**src/rtl/scan_pkg.sv**
```systemverilog
// Shared types and constants for the raster scan counter.
package scan_pkg;

    typedef enum logic {
        AXIS_IDLE = 1'b0,
        AXIS_RUN  = 1'b1
    } axis_state_e;

    localparam int unsigned DEF_WIDTH_C  = 640;
    localparam int unsigned DEF_HEIGHT_C = 480;
    localparam int unsigned MIN_WIDTH    = 2;
    localparam int unsigned MIN_HEIGHT   = 1;

endpackage

```
**src/rtl/scan_axis_counter.sv**
```systemverilog
// One scan axis: start/advance counter with a latched length, end pulse and near-end decode.
module scan_axis_counter
    import scan_pkg::*;
#(
    parameter int unsigned W                  = 10,
    parameter int unsigned NEAR_OFF           = 1,
    parameter int unsigned MIN_LEN            = 1,
    parameter int unsigned DEF_LEN            = 1,
    // 1: dropping enable while running stops the axis (column); 0: enable is a strobe (row).
    parameter bit          STOP_ON_IDLE       = 1'b0,
    parameter bit          LATCH_IN_IDLE_ONLY = 1'b0
) (
    input  logic         clk,
    input  logic         rst_n,
    input  logic         start,
    input  logic         enable,
    input  logic [W-1:0] cfg_len,
    output logic [W-1:0] cnt,
    output logic         active,
    output logic         at_near,
    output logic         done
);

    localparam logic [W-1:0] NEAR_W = W'(NEAR_OFF);
    localparam logic [W-1:0] MIN_W  = W'(MIN_LEN);
    localparam logic [W-1:0] DEF_W  = W'(DEF_LEN);
    localparam logic [W-1:0] ONE_W  = W'(1);

    axis_state_e  state_q, state_d;
    logic [W-1:0] cnt_q, cnt_d;
    logic [W-1:0] len_q, len_d;
    logic         done_q, done_d;

    always_comb begin
        state_d = state_q;
        cnt_d   = cnt_q;
        len_d   = len_q;
        done_d  = 1'b0;
        if (start && enable) begin
            if (!LATCH_IN_IDLE_ONLY || (state_q == AXIS_IDLE)) begin
                len_d = (cfg_len < MIN_W) ? MIN_W : cfg_len;
            end
            cnt_d   = '0;
            state_d = AXIS_RUN;
        end else if (state_q == AXIS_RUN) begin
            if (enable) begin
                // Last position: stop and hold rather than wrap.
                if (cnt_q == len_q - ONE_W) begin
                    state_d = AXIS_IDLE;
                    done_d  = 1'b1;
                end else begin
                    cnt_d = cnt_q + ONE_W;
                end
            end else if (STOP_ON_IDLE) begin
                state_d = AXIS_IDLE;
            end
        end
    end

    always_ff @(posedge clk) begin
        if (!rst_n) begin
            state_q <= AXIS_IDLE;
            cnt_q   <= '0;
            len_q   <= DEF_W;
            done_q  <= 1'b0;
        end else begin
            state_q <= state_d;
            cnt_q   <= cnt_d;
            len_q   <= len_d;
            done_q  <= done_d;
        end
    end

    assign cnt     = cnt_q;
    assign active  = (state_q == AXIS_RUN);
    assign at_near = (cnt_q == len_q - NEAR_W);
    assign done    = done_q;

endmodule

```
**src/rtl/scan_counter_xy.sv**
```systemverilog
// Raster scan counter: independent column and row axes built from one generic axis counter.
module scan_counter_xy
    import scan_pkg::*;
#(
    parameter int unsigned X_W        = 10,
    parameter int unsigned Y_W        = 10,
    parameter int unsigned DEF_WIDTH  = DEF_WIDTH_C,
    parameter int unsigned DEF_HEIGHT = DEF_HEIGHT_C
) (
    input  logic           clk,
    input  logic           rst_n,
    input  logic [X_W-1:0] cfg_width,
    input  logic [Y_W-1:0] cfg_height,
    input  logic           start_x,
    input  logic           enable_x,
    input  logic           start_y,
    input  logic           enable_y,
    output logic           near_end_x,
    output logic           near_end_y,
    output logic [X_W-1:0] x,
    output logic [Y_W-1:0] y,
    output logic           x_active,
    output logic           row_done,
    output logic           frame_done
);

    logic x_at_near;
    logic y_at_near;
    logic y_active;

    scan_axis_counter #(
        .W                  (X_W),
        .NEAR_OFF           (2),
        .MIN_LEN            (MIN_WIDTH),
        .DEF_LEN            (DEF_WIDTH),
        .STOP_ON_IDLE       (1'b1),
        .LATCH_IN_IDLE_ONLY (1'b1)
    ) u_x_axis (
        .clk     (clk),
        .rst_n   (rst_n),
        .start   (start_x),
        .enable  (enable_x),
        .cfg_len (cfg_width),
        .cnt     (x),
        .active  (x_active),
        .at_near (x_at_near),
        .done    (row_done)
    );

    scan_axis_counter #(
        .W                  (Y_W),
        .NEAR_OFF           (1),
        .MIN_LEN            (MIN_HEIGHT),
        .DEF_LEN            (DEF_HEIGHT),
        .STOP_ON_IDLE       (1'b0),
        .LATCH_IN_IDLE_ONLY (1'b0)
    ) u_y_axis (
        .clk     (clk),
        .rst_n   (rst_n),
        .start   (start_y),
        .enable  (enable_y),
        .cfg_len (cfg_height),
        .cnt     (y),
        .active  (y_active),
        .at_near (y_at_near),
        .done    (frame_done)
    );

    assign near_end_x = x_active & x_at_near;
    assign near_end_y = y_active & y_at_near;

endmodule

```
**config.mk**
```make
export PLATFORM = sky130hd
export DESIGN_NAME = scan_counter_xy
export DESIGN_NICKNAME = d
export VERILOG_FILES = /design/src/rtl/scan_pkg.sv /design/src/rtl/scan_axis_counter.sv /design/src/rtl/scan_counter_xy.sv
export SDC_FILE = /design/constraint.sdc
export NUM_CORES = 1
export LEC_CHECK = 0
export CORE_AREA = 8 8 82 70
export CTS_CLUSTER_SIZE = 16
export DETAILED_ROUTE_END_ITERATION = 8
export DIE_AREA = 0 0 90 78
export DONT_BUFFER_PORTS = 1
export GPL_ROUTABILITY_DRIVEN = 0
export HOLD_SLACK_MARGIN = 0.08
export PLACE_DENSITY = 0.81
export SLEW_MARGIN = 0
export SYNTH_ARGS = -nofsm -noshare
export SYNTH_HDL_FRONTEND = slang
export SYNTH_SLANG_ARGS = --single-unit
```
**constraint.sdc**
```tcl
create_clock -name clk -period 6.97 [get_ports clk]
set_input_delay 0.697 -clock clk [delete_from_list [all_inputs] [get_ports clk]]
set_output_delay 0.697 -clock clk [all_outputs]
set_load 0.02 [all_outputs]
```
==> impl_metrics.ini <==
[power_and_ir_drop]
power_frac_comb_pct = 14.1
power.switching_mw = 0.149
intPower_mw = 0.411
ir_worst_vdd_mv = 0.114
cellPowerDensity_nw_per_um2 = 194
p_leak_nw = 1.06
p_sw_share_pct = 26.6
seq_power_share_pct = 48.6
clkPwrFrac_pct = 37.3

[drt]
vias = 2478
first_pass_iters = 4
wl_per_cell_um = 17.4
vias_per_cell = 6.23
ant_nets = 0
drtIter0Drc = 241
drcViolationCount = 0
wirelength_mm = 6.94

[setup_path]
cp.required_ns = 6.27
r2r_start = u_x_axis.len_q[2]
crit_start = u_x_axis.cnt[6]
cp-end-kind = output pin
worstSetupPathType = reg2out
crit_fanout = 6
crit_arrival_ns = 2.82
cp-start-kind = flip-flop

[status]
outcome = finished clean

[die]
rows = 22
die_h_um = 78
die_area_sq_um = 7020
start_util_pct = 62.6
die_w_um = 90
core_area_sq_um = 4400
io_pins = 51

[logic_synthesis]
yosysSeqAreaShare_pct = 32.0
yosys_warnings = 0
synth_edf_count = 0
ys.flop_type = dfxtp_1
syn_nets = 377
synth_area_leader_cell = dfxtp_1
ys_ff_latch = 44
synth_top_cell_area_share_pct = 32.0
synthCells = 346
synth_cell_type_count = 56
syn-mean-instance-area_sq_um = 7.96
synth.area.top_cells = dfxtp_1, nand2_1, xnor2_1, xor2_1, nor2_1
async_flop_share_pct = 0
synth_area_sq_um = 2760

[place]
io_buffers = 0
hpwl_mm = 5.32
place_ws_ns = 3.77

[min_path]
hold_path.class = in2reg
hold_path_startpoint = rst_n

[clock_tree]
cts_buffers = 5
cts_resized = 0
clk_latency_ns = 0.29
cts_setup_buffers = 0
cts.path.max_buffers = 2
cts_root_buffer = clkbuf_8
cts_tree = built
cts.clk_slew.worst_paths_ns = 0.09
postCtsHoldBufs = 0
cts_num_sinks = 44
cts-htree-levels = 2

[layout]
final_core_util_pct = 65.4
drive_gt1_share_pct = 7.40
area.sequential_sq_um = 881
area_growth_pct = 4.50
nets = 368
layout_commonest_cell = nand2_1
layout_common_cells = nand2_1, dfxtp_1, nor2_1
fillers = 388
num_antenna_cells = 0
multi_input_area_sq_um = 1760

[global_route]
antenna_found_initial = 0
grt_first_pass_wirelength_mm = 11.1
track_usage_pct = 19.3
grt_pass1_vias = 2139
grt-ovfl-total = 0
grt_max_degree = 25

[timing]
layout_setup_ws_ns = 3.45
fmax_mhz = 284
rsz0062_at_grt = no
final-max-slew-violation-count = 0
hold_viol = 0
fin_crit_ns = 3.52
period_share_pct = 50.5
slew_headroom_pct = 26.8
tightest_slew_ns = 1.09
fin_setup_tns_ns = 0
worst_clock_skew_ns = 0.00359
finalSetupViolations = 0
holdWs_ns = 0.471

[job]
maxCapViolations = 0
==> cells by family after synthesis <==
| group | Yosys count | synth area share, % |
|---|---|---|
| and+or+nand+nor | 162 | 30.1 |
| muxes | 6 | 2.18 |
| adders and majority gates | 5 | 2.27 |
| xor gates and xnor gates | 35 | 11.1 |
| DFF | 44 | 32.0 |
| AOI/OAI and AO/OA | 68 | 18.3 |
| buffers and inverters | 26 | 4.04 |
==> path summary, 6_finish.rpt <==
path,endpoint,slack (ns),cells past startpoint
max,near_end_x,3.45,6
min,u_y_axis.len_q[5],0.47,1
max reg2reg,u_x_axis.active,4.17,9
min reg2reg,u_y_axis.len_q[9],0.49,2
==> final cells by class <==
| cell class | instances | share of cell area (%) |
|---|---|---|
| Clock buffer | 6 | 2.87 |
| Clock inverter | 2 | 1.35 |
| Inverter | 10 | 1.30 |
| Multi-Input combinational cell | 276 | 61.3 |
| Sequential cell | 44 | 30.6 |
| Tap cell | 60 | 2.61 |
==> synthesized netlist by cell type, drive strengths merged (5+ instances only) <==
master,count
or4,6
and3,9
inv,10
and2,5
nand3,17
nor4,7
nand4,6
buf,6
nor2b,5
xnor2,18
clkbuf,10
ha,5
nor2,29
xor2,17
or3,7
nand2,50
o21ai,13
nor3,8
mux2i,6
dfxtp,44
a21oi,14
a21boi,9
==> through the flow <==
stage / area [sq um] / instances / power [mW]
finish: 2880 / 398 / 0.560
global placement: 2760 / 390 / 0.351
floorplan: 2760 / 346 / 0.342
CTS: 2880 / 398 / 0.563
global route: 2880 / 398 / 0.582
detailed placement: 2760 / 390 / 0.355
==> layer usage <==
metal	vias up	share of wire, %	track usage, %
li1	1220	-	-
met1	1142	47	26.4
met2	107	41	28.1
met3	9	10	6.25
met4	0	0.94	5.31
met5	-	0	0
==> flip-flops by register name, summed over array words and instances, names as in the netlist <==
signal and flops:
u_x_axis.done 1, u_y_axis.active 1, u_y_axis.len_q 10, u_y_axis.cnt 10
u_x_axis.cnt 10, u_x_axis.len_q 10, u_y_axis.done 1, u_x_axis.active 1
==> power by group through the flow <==
stage | combinational [mW] | clock (mW) | sequential [mW]
global route | 0.0870 | 0.221 | 0.274
global placement | 0.0743 | 0 | 0.277
CTS | 0.0781 | 0.213 | 0.272
finish | 0.0788 | 0.209 | 0.272
floorplan | 0.0701 | 0 | 0.272
detailed placement | 0.0777 | 0 | 0.278
==> worst max-delay path, cell delays in order, from the launching register on <==
cell,delay [ns]
dfxtp_1,0.55
xor2_1,0.43
o211ai_1,0.12
o21ai_0,0.13
a21oi_1,0.09
or2_2,0.27
a2111oi_1,0.93
Power figures use the tool's default switching activity.
